$ cat config.mk
export PLATFORM = sky130hd
export DESIGN_NAME = sipo_load_ctrl
export DESIGN_NICKNAME = d
export VERILOG_FILES = /design/src/rtl/sipo_load_ctrl_pkg.sv /design/src/rtl/sipo_load_ctrl_ld_counter.sv /design/src/rtl/sipo_load_ctrl.sv
export SDC_FILE = /design/constraint.sdc
export NUM_CORES = 1
export LEC_CHECK = 0
export CAP_MARGIN = 20
export CORE_AREA = 2 2 76 71
export DETAILED_ROUTE_END_ITERATION = 16
export DIE_AREA = 0 0 78 73
export PLACE_DENSITY_LB_ADDON = 0.3
export SYNTH_ARGS = -nofsm -noshare
export SYNTH_HDL_FRONTEND = slang
export SYNTH_SLANG_ARGS = --single-unit
$ cat constraint.sdc
create_clock -name clk -period 2.8 [get_ports clk]
set_input_delay 0.28 -clock clk [delete_from_list [all_inputs] [get_ports clk]]
set_output_delay 0.28 -clock clk [all_outputs]
set_load 0.02 [all_outputs]
$ cat src/rtl/sipo_load_ctrl_pkg.sv
// -----------------------------------------------------------------------------
// sipo_load_ctrl_pkg
// Shared definitions for the X-operand SIPO load controller and its counter:
//   - default geometry of the SIPO bank (component width, PE count, depth)
//   - controller state encoding
//   - index-width helper that never returns a zero width
// -----------------------------------------------------------------------------
package sipo_load_ctrl_pkg;

   // Default bank geometry
   localparam int DEF_DATA_WIDTH = 16;
   localparam int DEF_PE_NUM     = 256;
   localparam int DEF_REG_DEPTH  = 32;

   // Controller states
   typedef enum logic [1:0] {
      ST_IDLE = 2'd0,
      ST_LOAD = 2'd1,
      ST_KEEP = 2'd2
   } ld_state_e;

   // Index width for a counter over n entries; a single-entry counter still
   // gets one bit so that no vector collapses to zero width.
   function automatic int idx_width(input int n);
      return (n > 1) ? $clog2(n) : 1;
   endfunction

endpackage

$ cat src/rtl/sipo_load_ctrl_ld_counter.sv
// -----------------------------------------------------------------------------
// ld_counter
// Two-level word/PE counter used to sequence loads into a bank of shift
// registers. The inner (word) counter runs 0..REG_DEPTH-1; each time it wraps,
// the outer (PE) counter advances. After the very last word of the last PE
// both counters return to zero on their own.
//
// Ports:
//   clk       in   clock, rising edge
//   rst_n     in   asynchronous active-low reset
//   clr_i     in   synchronous clear of both counters (wins over inc_i)
//   inc_i     in   advance by one word
//   pe_cnt_o  out  current PE index
//   tc_o      out  terminal count: current word is the last word of the last PE
// -----------------------------------------------------------------------------
module ld_counter
   import sipo_load_ctrl_pkg::*;
#(
   parameter int PE_NUM    = DEF_PE_NUM,
   parameter int REG_DEPTH = DEF_REG_DEPTH,
   parameter int PE_AW     = idx_width(PE_NUM),
   parameter int RD_AW     = idx_width(REG_DEPTH)
) (
   input  logic             clk,
   input  logic             rst_n,
   input  logic             clr_i,
   input  logic             inc_i,
   output logic [PE_AW-1:0] pe_cnt_o,
   output logic             tc_o
);

   logic [RD_AW-1:0] reg_cnt_q, reg_cnt_d;
   logic [PE_AW-1:0] pe_cnt_q,  pe_cnt_d;
   logic             reg_last;
   logic             pe_last;

   assign reg_last = (reg_cnt_q == RD_AW'(REG_DEPTH - 1));
   assign pe_last  = (pe_cnt_q  == PE_AW'(PE_NUM - 1));

   always_comb begin
      reg_cnt_d = reg_cnt_q;
      pe_cnt_d  = pe_cnt_q;
      if (clr_i) begin
         reg_cnt_d = '0;
         pe_cnt_d  = '0;
      end else if (inc_i) begin
         if (reg_last) begin
            reg_cnt_d = '0;
            // Explicit wrap so non-power-of-two PE counts also return to 0
            pe_cnt_d  = pe_last ? '0 : pe_cnt_q + PE_AW'(1);
         end else begin
            reg_cnt_d = reg_cnt_q + RD_AW'(1);
         end
      end
   end

   always_ff @(posedge clk or negedge rst_n) begin
      if (!rst_n) begin
         reg_cnt_q <= '0;
         pe_cnt_q  <= '0;
      end else begin
         reg_cnt_q <= reg_cnt_d;
         pe_cnt_q  <= pe_cnt_d;
      end
   end

   assign pe_cnt_o = pe_cnt_q;
   assign tc_o     = reg_last & pe_last;

endmodule

$ cat src/rtl/sipo_load_ctrl.sv
// -----------------------------------------------------------------------------
// sipo_load_ctrl
// Load controller for the X-operand serial-in/parallel-out bank feeding the PE
// array. Accepts complex words over a valid/ready handshake and issues each
// accepted word, one cycle later, to exactly one PE shift register. REG_DEPTH
// words go to each PE in turn; after the final word of the last PE the bank is
// frozen (KEEP) until the array releases it or a new batch is started.
//
// Ports:
//   clk          in   clock, rising edge
//   rst_n        in   asynchronous active-low reset
//   start_i      in   begin a batch (honoured in IDLE and KEEP)
//   release_i    in   array done with the bank, back to IDLE (KEEP only)
//   s_valid_i    in   input word valid
//   s_data_i     in   input word {real, imag}, 2*DATA_WIDTH bits
//   s_ready_o    out  word accepted this cycle if s_valid_i is high
//   ce_o         out  shift enable for the PE selected by pe_sel_o
//   pe_sel_o     out  PE index receiving srl_din_o
//   srl_din_o    out  word for the selected shift register, 0 when ce_o=0
//   busy_o       out  loading
//   loaded_o     out  bank contents valid (KEEP)
//   done_o       out  one-cycle pulse together with the final ce_o of a batch
// -----------------------------------------------------------------------------
module sipo_load_ctrl
   import sipo_load_ctrl_pkg::*;
#(
   parameter int DATA_WIDTH = DEF_DATA_WIDTH,
   parameter int PE_NUM     = DEF_PE_NUM,
   parameter int REG_DEPTH  = DEF_REG_DEPTH,
   parameter int PE_AW      = idx_width(PE_NUM),
   parameter int RD_AW      = idx_width(REG_DEPTH)
) (
   input  logic                    clk,
   input  logic                    rst_n,
   input  logic                    start_i,
   input  logic                    release_i,
   input  logic                    s_valid_i,
   input  logic [2*DATA_WIDTH-1:0] s_data_i,
   output logic                    s_ready_o,
   output logic                    ce_o,
   output logic [PE_AW-1:0]        pe_sel_o,
   output logic [2*DATA_WIDTH-1:0] srl_din_o,
   output logic                    busy_o,
   output logic                    loaded_o,
   output logic                    done_o
);

   ld_state_e               state_q, state_d;
   logic                    s_ready_q;
   logic                    busy_q;
   logic                    loaded_q;
   logic                    ce_q;
   logic [PE_AW-1:0]        pe_sel_q;
   logic [2*DATA_WIDTH-1:0] srl_din_q;
   logic                    done_q;

   logic                    accept;
   logic                    cnt_clr;
   logic                    cnt_tc;
   logic [PE_AW-1:0]        pe_cnt;

   // s_ready_q is only ever high in LOAD, so accept needs no state term
   assign accept = s_valid_i & s_ready_q;

   ld_counter #(
      .PE_NUM    (PE_NUM),
      .REG_DEPTH (REG_DEPTH),
      .PE_AW     (PE_AW),
      .RD_AW     (RD_AW)
   ) u_ld_counter (
      .clk      (clk),
      .rst_n    (rst_n),
      .clr_i    (cnt_clr),
      .inc_i    (accept),
      .pe_cnt_o (pe_cnt),
      .tc_o     (cnt_tc)
   );

   always_comb begin
      state_d = state_q;
      cnt_clr = 1'b0;
      unique case (state_q)
         ST_IDLE: begin
            if (start_i) begin
               state_d = ST_LOAD;
               cnt_clr = 1'b1;
            end
         end
         ST_LOAD: begin
            // start is ignored here; the counter wraps itself on the last word
            if (accept && cnt_tc) begin
               state_d = ST_KEEP;
            end
         end
         ST_KEEP: begin
            // A reload request wins over a simultaneous release
            if (start_i) begin
               state_d = ST_LOAD;
               cnt_clr = 1'b1;
            end else if (release_i) begin
               state_d = ST_IDLE;
            end
         end
         default: begin
            state_d = ST_IDLE;
            cnt_clr = 1'b1;
         end
      endcase
   end

   // State, decoded status flags and the registered issue stage
   always_ff @(posedge clk or negedge rst_n) begin
      if (!rst_n) begin
         state_q   <= ST_IDLE;
         s_ready_q <= 1'b0;
         busy_q    <= 1'b0;
         loaded_q  <= 1'b0;
         ce_q      <= 1'b0;
         pe_sel_q  <= '0;
         srl_din_q <= '0;
         done_q    <= 1'b0;
      end else begin
         state_q   <= state_d;
         s_ready_q <= (state_d == ST_LOAD);
         busy_q    <= (state_d == ST_LOAD);
         loaded_q  <= (state_d == ST_KEEP);

         ce_q      <= accept;
         done_q    <= accept & cnt_tc;
         srl_din_q <= accept ? s_data_i : '0;
         if (accept) begin
            pe_sel_q <= pe_cnt;
         end
      end
   end

   assign s_ready_o = s_ready_q;
   assign busy_o    = busy_q;
   assign loaded_o  = loaded_q;
   assign ce_o      = ce_q;
   assign pe_sel_o  = pe_sel_q;
   assign srl_din_o = srl_din_q;
   assign done_o    = done_q;

endmodule

Word level (Yosys, flattened, before mapping)
Cells that the tools add are included.

Div/mod/pow operators: 0. Multipliers: 0. Shifts and indexed selects: 0. Eq/ne operators: 6. Muxes and demuxes: 15. Add/sub/neg operators: 2. Bitwise gates (word level): 3. Order comparisons: 0. Reductions and logical operators: 6.

Operators by type and width (count): two-way mux 32 bit (1); two-way mux 8 bit (4); two-way mux 5 bit (3); adder 8 x 1 -> 8 bit (second input constant) (1); == test 8 bit (second input constant) (1); two-way mux 2 bit (4); one-hot mux 2 bit (3 select lines) (1); adder 5 x 1 -> 5 bit (second input constant) (1); == test 5 bit (second input constant) (1); == test 2 x 1 -> 1 bit (second input constant) (2); == test 2 bit (second input constant) (2); nonzero test 2 bit (2); AND 1 bit (3); zero test 2 bit (1); one-hot mux 1 bit (2 select lines) (1); AND reduction 2 bit (1); OR reduction 2 bit (1); logical AND 1 bit (1); two-way mux 1 bit (1).

Output and inout bits: 45. Word-level logic and storage cells: 41. Bits in latches: 0. RAM bits: 0. Memories: 0. ROM bits: 0. Flip-flop bits (word level): 59.

Longest topological paths before layout
Gate-level depths: netlist of the first run.

Depth after elaboration: 6. Gate-level depth with buffers: 7. Gate-level depth less buffers: 7.

Hierarchy
Synthesis of the first run repeated with hierarchy kept, for this count alone.

Cell total of the unflattened synthesis: 180. Area, all modules: 2255.9 sq um.

Modules (own cells, without submodules): sipo_load_ctrl (area an instance 1550.2 sq um, cells an instance 106, instances 1, seq. area each 1151.1 sq um); ld_counter (area an instance 705.7 sq um, cells an instance 74, instances 1, seq. area each 325.3 sq um).

Worst setup path after synthesis of the first run
No wires, ideal clock.

Path kind: register -> register. Start point: register u_ld_counter.reg_cnt_q[0]. End point: register u_ld_counter.pe_cnt_q[5], in the netlist u_ld_counter.pe_cnt_o[5]. Arrival time: 1.711 ns. Buffers on the path: 0. Data required time: 2.681 ns. Clock period less this slack: 1.830 ns. Setup time: 0.119 ns. Cell stages (with the launch flop): 8. Path slack: 0.970 ns. Cells stage by stage: dfrtp_1 ha_1 and3_1 ha_1 nand2_1 nor4_2 nor2_1 o21a_1.

Longest elaborated chain between the ends: 3.

Ends and longest elaborated chain: start, declared (line sipo_load_ctrl_ld_counter.sv:32) `logic [RD_AW-1:0] reg_cnt_q, reg_cnt_d;`; start signal, assigned (line sipo_load_ctrl_ld_counter.sv:62) `reg_cnt_q <= reg_cnt_d;`; == test 5 bit (line sipo_load_ctrl_ld_counter.sv:37) `assign reg_last = (reg_cnt_q == RD_AW'(REG_DEPTH - 1));`; nonzero test 2 bit (no source line); AND reduction 2 bit (no source line); end signal, assigned (line sipo_load_ctrl_ld_counter.sv:63) `pe_cnt_q <= pe_cnt_d;`; end, declared (line sipo_load_ctrl_ld_counter.sv:33) `logic [PE_AW-1:0] pe_cnt_q, pe_cnt_d;`.

No other way between the ends. A chain may end at the register's enable or synchronous reset.

Worst setup path after layout of the first run
Start point: register u_ld_counter.reg_cnt_q[0]. End point: register state_q[0].

Longest elaborated chain between the ends: 5.

Ends and longest elaborated chain: == test 5 bit (line sipo_load_ctrl_ld_counter.sv:37); AND 1 bit (line sipo_load_ctrl_ld_counter.sv:68) `assign tc_o = reg_last & pe_last;`; logical AND 1 bit (line sipo_load_ctrl.sv:91) `if (accept && cnt_tc) begin`; two-way mux 2 bit (line sipo_load_ctrl.sv:91); one-hot mux 2 bit (3 select lines) (line sipo_load_ctrl.sv:82) `unique case (state_q)`; named net state_d[0] (line sipo_load_ctrl.sv:48) `ld_state_e state_q, state_d;`; end signal, assigned (line sipo_load_ctrl.sv:123) `state_q <= state_d;`; end, declared (line sipo_load_ctrl.sv:48).

The timed path passes the listed nets, and every way through them passes these cells.

==> flow_metrics.env, run 1 <==
export IMPL_grt_pass1_vias=1596
export IMPL_drtIter0Drc=79
export IMPL_synth_seq_area_share_pct=66.1
export IMPL_postCtsSetupRepairBufs=0
export IMPL_postPlaceCellArea_sq_um=3110
export IMPL_hold_path_class="in2async"
export IMPL_timing_rr_start="u_ld_counter.reg_cnt_q[0]"
export IMPL_grt_setup_unrepaired="false"
export IMPL_combPwrFrac_pct=16.1
export IMPL_setup_tns_final_ns=0
export IMPL_grtUsageTotal_pct=18.9
export IMPL_std_cell_rows=25
export IMPL_power_total_mw=2.28
export IMPL_fin_skew_ns=0.00650
export IMPL_r2r_setup_slack_ns=0.63
export IMPL_area_growth_pct=50.3
export IMPL_setup_violations=0
export IMPL_final_nets=316
export IMPL_ys_warn_count=0
export IMPL_die_width_microns=78
export IMPL_slew_limit_headroom_pct=49.2
export IMPL_syn_area_sq_um=2230
export IMPL_hold_slack_ns=0.0165
export IMPL_cp_data_arrival_time_ns=2.34
export IMPL_numCtsBuffers=9
export IMPL_postCtsHoldBufs=0
export IMPL_p_int_mw=1.73
export IMPL_drive_above_1_share_pct=9.25
export IMPL_crit_required_ns=2.97
export IMPL_p_seq_share_pct=43.6
export IMPL_die_h_microns=73
export IMPL_drc=0
export IMPL_vias=1699
export IMPL_r2r_cells=6
export IMPL_clk_path_buf_depth=2
export IMPL_grt_max_degree=36
export IMPL_via_per_inst=4.88
export IMPL_synthCells=190
export IMPL_layout_commonest_cell="clkdlybuf4s50_1"
export IMPL_final_cell_mix="80 x clkdlybuf4s50_1, 59 x dfrtp_1, 34 x and3_1"
export IMPL_power_switching_mw=0.555
export IMPL_wl_per_cell_microns=14.2
export IMPL_stdcell_count=348
export IMPL_port_buffers=81
export IMPL_max_cap_violations=0
export IMPL_outcome="finished, final reports clean"
export IMPL_antenna_found_initial=0
export IMPL_pre_cts_ws_ns=0.667
export IMPL_synth_nets=230
export IMPL_gp_congestion=0.826
export IMPL_r2r_end="state_q[0]"
export IMPL_report_final_slew_viol_count=0
export IMPL_cts_resized=0
export IMPL_clockRootBuffer="clkbuf_8"
export IMPL_path_clk_slew_ns=0.06
export IMPL_slowest_stage="nor4_2"
export IMPL_coreArea_sq_um=5000
export IMPL_final_util_pct=67.1
export IMPL_path_class="reg2reg"
export IMPL_placed_cells=332
export IMPL_worstMarginPinSlew_ns=0.762
export IMPL_p_leak_nw=1.62
export IMPL_finalHoldViolCount=0
export IMPL_crit_chain="ha_1 -> and3_1 -> ha_1 -> nand2_1 -> nor4_2 -> o22ai_1"
export IMPL_htreeDepth=3
export IMPL_initial_core_util_pct=44.6
export IMPL_end_kind="flip-flop"
export IMPL_num_antenna_cells=0
export IMPL_fin_ws_ns=0.631
export IMPL_swShare_pct=24.3
export IMPL_grt_pass1_wl_mm=8.02
export IMPL_clock_latency_ns=0.33
export IMPL_worstPathMaxFanout=8
export IMPL_crit_buf_inv=0
export IMPL_crit_top_cell="ha_1"
export IMPL_ir_drop_mv=0.465
export IMPL_cp_top_family="simple AND/OR/NAND/NOR gates"
export IMPL_wl_mm=4.94
export IMPL_crit_path_start_kind="flip-flop"
export IMPL_stdcell_area_sq_um=3360
export IMPL_hpwl_mm=3.43
export IMPL_antenna_left=0
export IMPL_power_per_cell_area_nw_per_um2=680
export IMPL_first_pass_iters=4
export IMPL_cts_sinks=59
export IMPL_syn_area_per_cell_sq_um=11.7
export IMPL_fmax_ghz=0.461
export IMPL_pwr_share_clk_pct=40.3
export IMPL_ys_ff_latch=59
export IMPL_grt_overflow=0
export IMPL_fin_crit_ns=2.17
export IMPL_critPathMaxStageDelay_ns=0.68
export IMPL_io_pins=82
export IMPL_fin_crit_sh_pct=77.5
export IMPL_cts_tree="done"
export IMPL_ys_types=31
export IMPL_die_area_sq_um=5690
[state kept, by name, indices dropped and copies added (netlist names)]
register                flops
srl_din_o                  32
done_o                      1
state_q                     2
ce_o                        1
u_ld_counter.pe_cnt_o       8
busy_o                      1
loaded_o                    1
pe_sel_o                    8
u_ld_counter.reg_cnt_q      5
[metal layers]
layer  wire length, microns  vias up  GRT usage, %  part of all wire (%)
met1                   2130      820          22.5                    43
met4                    124        0          11.3                   2.5
met5                      0        -             0                     0
met3                    236       10          4.70                   4.8
li1                       -      821             -                     -
met2                   2450       48          31.3                    50
[power groups by stage]
| stage | sequential [mW] | combinational, mW | clock [mW] |
|---|---|---|---|
| after global placement | 1.01 | 0.362 | 0 |
| after CTS | 0.994 | 0.373 | 0.938 |
| after global routing | 1.00 | 0.407 | 0.975 |
| after detailed placement | 1.01 | 0.373 | 0 |
| after floorplan | 1.05 | 0.141 | 0 |
| final | 0.995 | 0.367 | 0.920 |
[synth_stat cells, drive strengths merged]
master | count | area share (%)
nor2 | 4 | 0.67
o21ai | 3 | 0.67
mux2 | 1 | 0.67
a21oi | 6 | 1.3
clkinv | 1 | 0.17
o21a | 2 | 0.67
o2111ai | 1 | 1.2
buf | 3 | 0.73
nand2 | 32 | 5.4
or3 | 4 | 1.1
nand3b | 1 | 0.34
clkbuf | 7 | 1.2
nand4 | 1 | 0.28
nor4 | 2 | 0.84
a21o | 2 | 0.67
a31o | 2 | 0.78
nor3 | 5 | 1.1
o211ai | 1 | 0.34
dfrtp | 59 | 66
nand3 | 3 | 0.67
and3 | 34 | 9.5
a31oi | 1 | 0.28
xnor2 | 4 | 1.6
inv | 4 | 0.67
nand2b | 1 | 0.28
mux2i | 1 | 0.45
ha | 3 | 1.7
o22ai | 2 | 0.56
[layout make-up]
type	count	area, sq um
fillers	380	1650
flip-flops and latches	59	1480
repair buffers	85	836
multi-input cells	116	694
clock buffers	13	179
well taps	67	83.8
clock inverters	3	67.6
inverters	5	18.8
[worst register-to-register path: stages, from the launching register on]
cell and delay [ns]:
dfrtp_1 0.39, ha_1 0.21, and3_1 0.16, ha_1 0.22
nand2_1 0.17, nor4_2 0.68, o22ai_1 0.19
[cell families (layout without fill, tap and decap cells)]
| family | Yosys count | after routing | synth area share [%] |
|---|---|---|---|
| AOI/OAI and AO/OA | 20 | 20 | 6.50 |
| xor gates and xnor gates | 4 | 4 | 1.57 |
| adders and majority gates | 3 | 3 | 1.68 |
| buffers and inverters | 15 | 106 | 2.75 |
| DFF | 59 | 59 | 66.1 |
| muxes | 2 | 2 | 1.12 |
| and+or+nand+nor | 87 | 87 | 20.2 |
[worst max path at each step]
stage | startpoint | end | slack, ns | depth (start not counted)
3_3_place_gp | u_ld_counter.reg_cnt_q[0] | u_ld_counter.pe_cnt_o[5] | 0.73 | 7
3_5_place_dp | u_ld_counter.reg_cnt_q[0] | u_ld_counter.pe_cnt_o[5] | 0.67 | 7
4_1_cts | u_ld_counter.reg_cnt_q[0] | u_ld_counter.pe_cnt_o[5] | 0.62 | 7
2_1_floorplan | u_ld_counter.reg_cnt_q[0] | u_ld_counter.pe_cnt_o[5] | 0.97 | 7
5_1_grt | u_ld_counter.reg_cnt_q[0] | u_ld_counter.pe_cnt_o[5] | 0.43 | 7
6_report | u_ld_counter.reg_cnt_q[0] | state_q[0] | 0.63 | 6
No activity file was read; power rests on OpenSTA's default activity.
==> run 2, diff against run 1 <==
Settings changed: CORE_AREA 2 2 76 71 to 2 2 83 77, DIE_AREA 0 0 78 73 to 0 0 85 79.
Clock period 2.8 ns to 1.9 ns, I/O delays scaled along.
==> flow_metrics.env, run 2 (synthesized netlist as in run 1, its figures left out) <==
export IMPL_clockRootBuffer="clkbuf_8"
export IMPL_outcome="finished, final reports clean"
export IMPL_num_antenna_cells=0
export IMPL_crit_path_start_kind="flip-flop"
export IMPL_setup_violations=0
export IMPL_clk_path_buf_depth=2
export IMPL_initial_core_util_pct=37.8
export IMPL_die_h_microns=79
export IMPL_cp_startpoint="u_ld_counter.reg_cnt_q[1]"
export IMPL_hpwl_mm=3.29
export IMPL_area_growth_pct=53.7
export IMPL_fin_skew_ns=0.00699
export IMPL_worstMarginPinSlew_ns=0.353
export IMPL_p_int_mw=2.29
export IMPL_largest_reg_flops=32
export IMPL_wl_per_cell_microns=13.0
export IMPL_slew_limit_headroom_pct=76.5
export IMPL_finalHoldViolCount=0
export IMPL_worstPathMaxFanout=3
export IMPL_path_class="reg2reg"
export IMPL_drc=0
export IMPL_antenna_found_initial=0
export IMPL_grt_max_degree=60
export IMPL_final_cell_mix="80 x clkdlybuf4s50_1, 59 x dfrtp_1, 32 x nand2_1, 32 x and3_1, 13 x buf_4"
export IMPL_cts_tree="done"
export IMPL_grt_pass1_vias=1692
export IMPL_vias=1697
export IMPL_std_cell_rows=27
export IMPL_grtUsageTotal_pct=15.5
export IMPL_pwr_share_clk_pct=34.8
export IMPL_drtIter0Drc=77
export IMPL_combPwrFrac_pct=18.5
export IMPL_port_buffers=81
export IMPL_via_per_inst=4.66
export IMPL_report_final_slew_viol_count=0
export IMPL_first_pass_iters=4
export IMPL_fillCellCount=486
export IMPL_end_kind="flip-flop"
export IMPL_grt_setup_unrepaired="true"
export IMPL_grt_overflow=0
export IMPL_die_width_microns=85
export IMPL_power_per_cell_area_nw_per_um2=917
export IMPL_htreeDepth=3
export IMPL_gp_congestion=0.802
export IMPL_drive_above_1_share_pct=13.7
export IMPL_layout_commonest_cell="clkdlybuf4s50_1"
export IMPL_swShare_pct=27.1
export IMPL_ir_drop_mv=0.482
export IMPL_die_area_sq_um=6720
export IMPL_fin_crit_sh_pct=95.9
export IMPL_fin_crit_ns=1.82
export IMPL_fmax_ghz=0.549
export IMPL_crit_chain="ha_2 -> and3_4 -> ha_4 -> and3_4 -> o2111ai_4 -> buf_4 -> o21a_1 -> o21a_1"
export IMPL_numCtsBuffers=9
export IMPL_power_switching_mw=0.854
export IMPL_wl_mm=4.73
export IMPL_coreArea_sq_um=5910
export IMPL_crit_required_ns=2.12
export IMPL_final_nets=327
export IMPL_hold_slack_ns=0.394
export IMPL_io_pins=82
export IMPL_antenna_left=0
export IMPL_p_seq_share_pct=46.7
export IMPL_seq_area_sq_um=1480
export IMPL_cts_sinks=59
export IMPL_timing_rr_start="u_ld_counter.reg_cnt_q[1]"
export IMPL_multiInputGateArea_sq_um=719
export IMPL_hold_path_class="in2async"
export IMPL_critPathMaxStageDelay_ns=0.37
export IMPL_clock_latency_ns=0.33
export IMPL_p_leak_nw=1.64
export IMPL_postPlaceCellArea_sq_um=3170
export IMPL_stdcell_area_sq_um=3430
export IMPL_slowest_stage="dfrtp_1"
export IMPL_max_cap_violations=0
export IMPL_path_clk_slew_ns=0.07
export IMPL_grt_pass1_wl_mm=7.98
export IMPL_cp_data_arrival_time_ns=2.04
run 2: layout make-up:
class / instances / area share, %
Multi-Input combinational cell: 116 / 21.0
Inverter: 5 / 0.547
Clock inverter: 7 / 2.01
Tap cell: 72 / 2.63
Timing Repair Buffer: 96 / 27.2
Clock buffer: 9 / 3.61
Sequential cell: 59 / 43.0
run 2: timing repair:
| item | CTS | global route |
|---|---|---|
| setup endpoints to repair | 0 | 3 |
| hold endpoints to repair | 59 | 0 |
| hold buffers | 1 | 0 |
| buffers inserted | 0 | 4 |
| gates resized for setup | 0 | 5 |
run 2: power by group through the flow:
stage | clock network, mW | logic (mW) | registers, mW
after floorplan | 0 | 0.208 | 1.55
after global placement | 0 | 0.550 | 1.48
after detailed placement | 0 | 0.561 | 1.48
after CTS | 1.13 | 0.564 | 1.46
after global routing | 1.19 | 0.652 | 1.49
final | 1.10 | 0.583 | 1.47
run 2: per-layer routing:
layer / global-route usage (%) / part of all wire (%) / up-vias
met5: 0 / 0 / -
met4: 9.21 / 2.4 / 0
met3: 3.53 / 4.9 / 9
met2: 24.5 / 50 / 43
met1: 19.3 / 42 / 800
li1: - / - / 845
run 2: worst paths after layout:
check,endpoint,slack [ns],cells after the start
worst min register to register,pe_sel_o[4],0.47,2
worst min-delay path,srl_din_o[25],0.39,3
max in group asynchronous,u_ld_counter.reg_cnt_q[2],1.24,3
min in group clk,srl_din_o[9],0.46,2
worst max-delay path,u_ld_counter.pe_cnt_o[5],0.08,8
worst max register to register,u_ld_counter.pe_cnt_o[5],0.08,8
run 2: stage by stage:
stage	util, %	power (mW)	setup TNS [ns]	instances	setup slack [ns]
floorplan	-	1.75	0	190	0.0702
global placement	53.7	2.03	0	343	0.0924
detailed placement	53.7	2.04	0	343	0.00608
CTS	57.1	3.15	0	360	0.0106
global route	58.0	3.33	-0.00228	364	-0.00228
finish	58.0	3.15	0	364	0.0784
run 2: critical path: cells and delay by family (launching register included):
family                   cells  cell delay (ns)
AO/OA/AOI/OAI                3             0.46
buffers and inverters        1             0.17
flip-flops                   1             0.37
AND/OR/NAND/NOR              2             0.38
adder cells (fa/ha/maj)      2             0.33
==> run 3, diff against run 2 <==
Settings changed: CORE_AREA 2 2 83 77 to 2 2 71 66, DIE_AREA 0 0 85 79 to 0 0 73 68, DONT_BUFFER_PORTS set to 1.
==> flow_metrics.env, run 3 (synthesized netlist as in run 1, its figures left out) <==
export IMPL_multiInputGateArea_sq_um=731
export IMPL_die_width_microns=73
export IMPL_hold_path_class="in2reg"
export IMPL_layout_commonest_cell="dfrtp_1"
export IMPL_clock_latency_ns=0.33
export IMPL_setup_violations=0
export IMPL_die_h_microns=68
export IMPL_timing_rr_start="u_ld_counter.reg_cnt_q[0]"
export IMPL_pre_cts_ws_ns=-0.0796
export IMPL_grt_max_degree=60
export IMPL_power_per_cell_area_nw_per_um2=1200
export IMPL_p_seq_share_pct=49.3
export IMPL_path_class="reg2reg"
export IMPL_die_area_sq_um=4960
export IMPL_crit_required_ns=2.15
export IMPL_cts_tree="done"
export IMPL_num_antenna_cells=0
export IMPL_fin_skew_ns=0.0120
export IMPL_antenna_found_initial=0
export IMPL_combPwrFrac_pct=10.2
export IMPL_drive_above_1_share_pct=16.5
export IMPL_clockRootBuffer="clkbuf_8"
export IMPL_grtUsageTotal_pct=19.8
export IMPL_seq_area_sq_um=1480
export IMPL_cts_sinks=59
export IMPL_clk_path_buf_depth=2
export IMPL_setup_tns_final_ns=0
export IMPL_crit_path_start_kind="flip-flop"
export IMPL_coreArea_sq_um=4290
export IMPL_port_buffers=0
export IMPL_grt_setup_unrepaired="true"
export IMPL_max_cap_violations=0
export IMPL_final_nets=241
export IMPL_gp_congestion=0.872
export IMPL_fmax_ghz=0.544
export IMPL_r2r_setup_slack_ns=0.06
export IMPL_initial_core_util_pct=52.1
export IMPL_r2r_end="u_ld_counter.pe_cnt_o[7]"
export IMPL_p_int_mw=2.35
export IMPL_area_growth_pct=17.3
export IMPL_final_cell_mix="59 x dfrtp_1, 32 x and3_1, 31 x nand2_1"
export IMPL_via_per_inst=5.71
export IMPL_first_pass_iters=4
export IMPL_p_leak_nw=1.34
export IMPL_holdPathStages=1
export IMPL_worstPathMaxFanout=5
export IMPL_vias=1463
export IMPL_grt_pass1_wl_mm=7.23
export IMPL_report_final_slew_viol_count=0
export IMPL_slew_limit_headroom_pct=71.8
export IMPL_fillCellCount=350
export IMPL_outcome="finished, final reports clean"
export IMPL_wl_per_cell_microns=17.1
export IMPL_ir_drop_mv=0.526
export IMPL_fin_ws_ns=0.0633
export IMPL_antenna_left=0
export IMPL_pwr_share_clk_pct=40.5
export IMPL_r2r_cells=7
export IMPL_grt_pass1_vias=1536
export IMPL_swShare_pct=25.3
export IMPL_wl_mm=4.38
export IMPL_finalHoldViolCount=0
export IMPL_htreeDepth=3
export IMPL_worstHoldStart="s_valid_i"
export IMPL_worstMarginPinSlew_ns=0.423
export IMPL_grt_overflow=0
export IMPL_std_cell_rows=23
export IMPL_numCtsBuffers=9
export IMPL_hpwl_mm=2.93
export IMPL_fin_crit_ns=1.84
export IMPL_drtIter0Drc=87
export IMPL_holdPathEnd="srl_din_o[28]"
export IMPL_end_kind="flip-flop"
export IMPL_drc=0
export IMPL_power_switching_mw=0.798
export IMPL_largest_reg_flops=32
export IMPL_cp_data_arrival_time_ns=2.08
export IMPL_fin_crit_sh_pct=96.7
export IMPL_io_pins=82
export IMPL_path_clk_slew_ns=0.07
-- run 3: changes by cell type in the layout (fill, tap and decap cells not counted), moves of 2 or more --
cell / change
clkdlybuf4s50_1: -80
clkinv_2: -2
clkbuf_8: +2
buf_4: -6
-- run 3: worst max-delay path by stage --
stage / start / to / slack, ns / cells past startpoint
floorplan: u_ld_counter.reg_cnt_q[0] / u_ld_counter.pe_cnt_o[5] / 0.07 / 7
global placement: u_ld_counter.reg_cnt_q[0] / u_ld_counter.pe_cnt_o[7] / 0.05 / 7
detailed placement: u_ld_counter.reg_cnt_q[0] / u_ld_counter.pe_cnt_o[7] / -0.08 / 7
CTS: u_ld_counter.reg_cnt_q[0] / u_ld_counter.pe_cnt_o[7] / 0.0005 / 7
global route: u_ld_counter.reg_cnt_q[0] / u_ld_counter.pe_cnt_o[7] / -0.02 / 7
finish: u_ld_counter.reg_cnt_q[0] / u_ld_counter.pe_cnt_o[7] / 0.06 / 7
-- run 3: repair_timing --
item | CTS | global route
setup buffers | 0 | 4
setup endpoints to repair | 2 | 9
hold endpoints to repair | 59 | 0
pin swaps | 0 | 2
hold buffers | 2 | 0
resized for setup | 2 | 6
-- run 3: per-layer routing --
| layer | track usage (%) | share of wire, % | vias up |
|---|---|---|---|
| met1 | 23.3 | 43 | 732 |
| met5 | 0 | 0 | - |
| met3 | 6.48 | 5.8 | 6 |
| li1 | - | - | 674 |
| met2 | 33.4 | 51 | 51 |
| met4 | 8.56 | 1.1 | 0 |
-- run 3: metrics by stage --
| stage | std cells | instance area (sq um) | utilization, % | total power, mW | hold slack (ns) |
|---|---|---|---|---|---|
| finish | 256 | 2620 | 61.0 | 3.15 | 0.0196 |
| global route | 256 | 2620 | 61.0 | 3.31 | 0.00350 |
| CTS | 252 | 2550 | 59.6 | 3.13 | 0.00672 |
| detailed placement | 234 | 2280 | 53.2 | 1.82 | -0.104 |
| global placement | 234 | 2280 | 53.2 | 1.79 | -0.104 |
| floorplan | 190 | 2230 | - | 1.75 | -0.106 |
-- run 3: layout make-up --
type                    instances  share of cell area, %
flip-flops and latches         59                   56.4
multi-input cells             116                   27.9
clock buffers                  12                   5.93
repair buffers                 10                   3.87
clock inverters                 4                   2.77
well taps                      50                   2.39
inverters                       5                  0.717
-- run 3: worst max-delay path, cell delays in order (launching register included) --
cell and delay (ns):
dfrtp_1 0.38, ha_2 0.20, and3_4 0.19, ha_4 0.15, and3_4 0.20, o2111ai_4 0.14, or3_1 0.33, a31oi_1 0.16
-- run 3: power by group through the flow --
stage	Sequential (mW)	Clock [mW]	Combinational, mW
floorplan	1.55	0	0.208
global placement	1.57	0	0.226
detailed placement	1.57	0	0.245
CTS	1.55	1.30	0.281
global route	1.57	1.36	0.378
finish	1.55	1.27	0.321
==> RTL edit 1 (config.mk and constraints of run 2) <==
Encoding of `ld_state_e`: now one-hot (3 bits for 3 states).
--- a/src/rtl/sipo_load_ctrl_pkg.sv
+++ b/src/rtl/sipo_load_ctrl_pkg.sv
@@ -13,10 +13,10 @@
    localparam int DEF_REG_DEPTH  = 32;
 
    // Controller states
-   typedef enum logic [1:0] {
-      ST_IDLE = 2'd0,
-      ST_LOAD = 2'd1,
-      ST_KEEP = 2'd2
+   typedef enum logic [2:0] {
+      ST_IDLE = 3'b001,
+      ST_LOAD = 3'b010,
+      ST_KEEP = 3'b100
    } ld_state_e;
 
    // Index width for a counter over n entries; a single-entry counter still
Formal check against the unedited RTL: same outputs for any inputs over 10 cycles, from zero or initial values and one cycle with rst_n low; not proved beyond that.
==> RTL edit 1 against run 2 <==
Setup slack better by 0.0050 ns; highest routed layer unchanged; count of clock-buffer cells in the layout unchanged; maximum frequency up 0.28%; sequential share of layout area down 0.77 points; wire length up 8.6%; critical path depth down 2; total power up 16%; area after synthesis up 4.3%; design area up 3.7%; sequential cell count up 1; die area unchanged.
==> RTL edit 1: results (changes against run 2) <==
[critical_path]
cpPeakStageDelay_ns = 0.51  ; +0.14 ns
critical_path.endpoint = u_ld_counter.pe_cnt_o[5]
crit_family = simple AND/OR/NAND/NOR gates
arrival_ns = 2.07  ; +0.03 ns
reg2regPathDepth = 6  ; -2
reg2reg_from = u_ld_counter.reg_cnt_q[1]
slowest_stage = or4_4
worst-path-max-fanout = 6  ; +3

[power]
cellLeakagePower_nw = 1.677  ; +2.2%
vdd_drop_max_v = 0.0006438  ; +33%

[sta]
finalClockSkew_ns = 0.005131  ; -0.001856 ns
worst_slew_pin_slew_ns = 0.3936  ; +0.04041 ns
post-route-min-period_ns = 1.817  ; -0.004999 ns
whs_ns = 0.2639  ; -0.1303 ns

[yosys]
synthMuxAreaShare_pct = 3.815  ; +2.7 points
synth_area_leaders = dfrtp_1, and3_1, mux2_2
synth_xor_area_share_pct = 1.128  ; -0.44 points
ys_seq_area_share_pct = 64.54  ; -1.6 points
synth_commonest_cells = dfrtp_1, and3_1, a21oi_1
synthCells = 187  ; -1.6%
synth_cell_types = 34  ; +9.7%
synth_compound_area_share_pct = 6.771  ; +0.27 points
synth_fp_nets = 227  ; -1.3%
synth_fa_ha_area_share_pct = 1.612  ; -0.070 points

[min_path]
hold_class = input pin to asynchronous set/reset pin

[routing]
wl_met3_um = 319  ; +38%
met2_length_mm = 2.680  ; +12%
drtIter0Drc = 75  ; -2.6%
met1Wirelength_mm = 2.004  ; +0.25%
routed_wl_mm = 5.134  ; +8.6%
num_vias = 1789  ; +5.4%

[grt]
grt.total_usage_pct = 17.28  ; +1.8 points
met3_usage_pct = 7.173  ; +3.6 points
grt_max_degree = 49  ; -18%
grt.met2_usage_pct = 28.13  ; +3.7 points
grt_pass1_wl_mm = 8.783  ; +10%
gr-usage-met1_pct = 19.20  ; -0.15 points

[clock_network]
root_buffer = clkbuf_8
post_cts_resized = 3  ; +3
cts_setup_buffers = 1  ; +1

[status]
status = finished, final reports clean

[placement]
placed_area_um2 = 3283  ; +3.5%
dp_cells = 340  ; -0.87%
dp_hpwl_mm = 3.581  ; +8.7%
preCtsSetupSlack_ns = -0.04584  ; -0.05192 ns
gp_congestion = 0.8013  ; about the same

[layout]
finalNonFillerCells = 359  ; -1.4%
fin_nets = 322  ; -1.5%
antenna_cells = 0  ; unchanged
fillers = 486  ; unchanged
drive_gt1_share_pct = 18.12  ; +4.4 points

## RTL edit 1: cell count changes after synthesis, moves of 3 or more
cell,before,now
nor3_1,5,1
o2bb2ai_1,0,3
or4_1,0,3
xnor2_1,4,0
o21ai_0,3,8
buf_4,1,4
nand2_1,32,7
xor2_1,0,3
mux2_2,0,7
a21oi_1,6,11
## RTL edit 1: final cells by class
cell class | instances | area [um2] | area share (%)
clock buffers | 9 | 123.9 | 3.481
clock inverters | 7 | 101.3 | 2.848
inverters | 5 | 18.77 | 0.5274
multi-input cells | 109 | 773.2 | 21.73
flip-flops and latches | 60 | 1504 | 42.26
well taps | 72 | 90.09 | 2.532
repair buffers | 97 | 947.2 | 26.62
## RTL edit 1: where the power goes
group	total [W]	switching [W]	internal, W	leakage, nW
clock	0.00126	0.000516	0.000743	0.106
combinational	0.000888	0.000463	0.000425	0.751
sequential	0.00150	0.0000804	0.00142	0.820
==> RTL edit 2 (config.mk and constraints of run 2) <==
Without the edit above. `DEF_REG_DEPTH`: 32 -> 16.
--- a/src/rtl/sipo_load_ctrl_pkg.sv
+++ b/src/rtl/sipo_load_ctrl_pkg.sv
@@ -10,7 +10,7 @@
    // Default bank geometry
    localparam int DEF_DATA_WIDTH = 16;
    localparam int DEF_PE_NUM     = 256;
-   localparam int DEF_REG_DEPTH  = 32;
+   localparam int DEF_REG_DEPTH  = 16;
 
    // Controller states
    typedef enum logic [1:0] {
Formal check against the unedited RTL: no difference found for any inputs over 10 cycles, from zero or initial values and one cycle with rst_n low; that may be too few to reach the edited logic, so the function may still have changed.
==> RTL edit 2 against run 2 <==
Wire length down 0.44%; area after synthesis up 1.0%; sequential cell count down 1; total power down 1.3%; design area down 1.7%; register-to-register slack better by 0.22 ns; core utilization down 0.99 points; setup slack better by 0.041 ns; largest cell class unchanged; highest routed layer unchanged.
==> RTL edit 2: results (changes against run 2) <==
[grt]
grt_pass1_vias = 1632  ; -3.5%
gr-usage-met1_pct = 17.52  ; -1.8 points
met3_usage_pct = 7.277  ; +3.7 points
grt.total_usage_pct = 15.18  ; -0.27 points
grt.met2_usage_pct = 24.06  ; -0.39 points

[critical_path]
slowest_stage = clkdlybuf4s50_1
arrival_ns = 1.59  ; -0.45 ns
crit_family = buffers and inverters
worst-path-max-fanout = 16  ; +13

[status]
status = finished, final reports clean

[yosys]
ys_seq_area_share_pct = 64.37  ; -1.8 points
synth_area_leaders = dfrtp_1, and3_1, mux2_2
synth_fp_nets = 216  ; -6.1%
synth_cell_types = 35  ; +13%
synthCells = 177  ; -6.8%

[placement]
dp_hpwl_mm = 3.386  ; +2.8%
placed_area_um2 = 3143  ; -0.95%
gp_congestion = 0.7772  ; -3.0%
preCtsSetupSlack_ns = 0.06890  ; +0.06282 ns

[routing]
wl_met3_um = 372  ; +61%
wire_per_inst_um = 13.80  ; +6.3%
routed_wl_mm = 4.707  ; -0.44%
drtIter0Drc = 95  ; +23%
met2_length_mm = 2.466  ; +3.5%

[sta]
finalClockSkew_ns = 0.007551  ; +0.0005635 ns
relSlewSlack_pct = 65.63  ; -11 points

[layout]
fillers = 485  ; -0.21%
fin_nets = 303  ; -7.3%

[power]
vdd_drop_max_v = 0.0006290  ; +30%

[RTL edit 2: power by group]
part	leakage [nW]	internal (W)	switching (W)
logic	0.694	0.000245	0.000231
registers	0.764	0.00132	0.0000784
clock network	0.109	0.000769	0.000460
total	1.57	0.00234	0.000769
[RTL edit 2: worst paths after layout]
check	cells after the start	slack [ns]	to	start
min in group clk	2	0.45	srl_din_o[7]	s_data_i[7]
worst min-delay path	3	0.40	srl_din_o[23]	rst_n
worst min register to register	2	0.49	pe_sel_o[7]	pe_sel_o[7]
worst max register to register	4	0.30	state_q[0]	u_ld_counter.reg_cnt_q[0]
worst max-delay path	2	0.12	busy_o	busy_o
max in group asynchronous	3	1.26	pe_sel_o[4]	rst_n
[RTL edit 2: cell families after synthesis]
| group | after synthesis | share of synthesized area (%) |
|---|---|---|
| AND/OR/NAND/NOR | 65 | 19.04 |
| flip-flops | 58 | 64.37 |
| AO/OA/AOI/OAI | 28 | 8.380 |
| buffers and inverters | 17 | 3.718 |
| multiplexers | 6 | 2.996 |
| adder cells (fa/ha/maj) | 2 | 1.110 |
| XOR/XNOR | 1 | 0.3885 |
[RTL edit 2: area by class of cell]
type / count / share of cell area, %
well taps: 72 / 2.672
clock inverters: 5 / 2.301
flip-flops and latches: 58 / 43.04
multi-input cells: 102 / 21.34
clock buffers: 11 / 4.193
inverters: 5 / 0.5566
repair buffers: 88 / 25.90
[RTL edit 2: tightest hold or removal path, cell delays in order]
cell           delay, ns
dlygate4sd3_1       0.52
buf_2               0.12
buf_12              0.28
[RTL edit 2: repair_timing]
item	CTS	global route
gates resized for setup	0	0
hold buffers	1	0
endpoints found under the hold margin	58	0
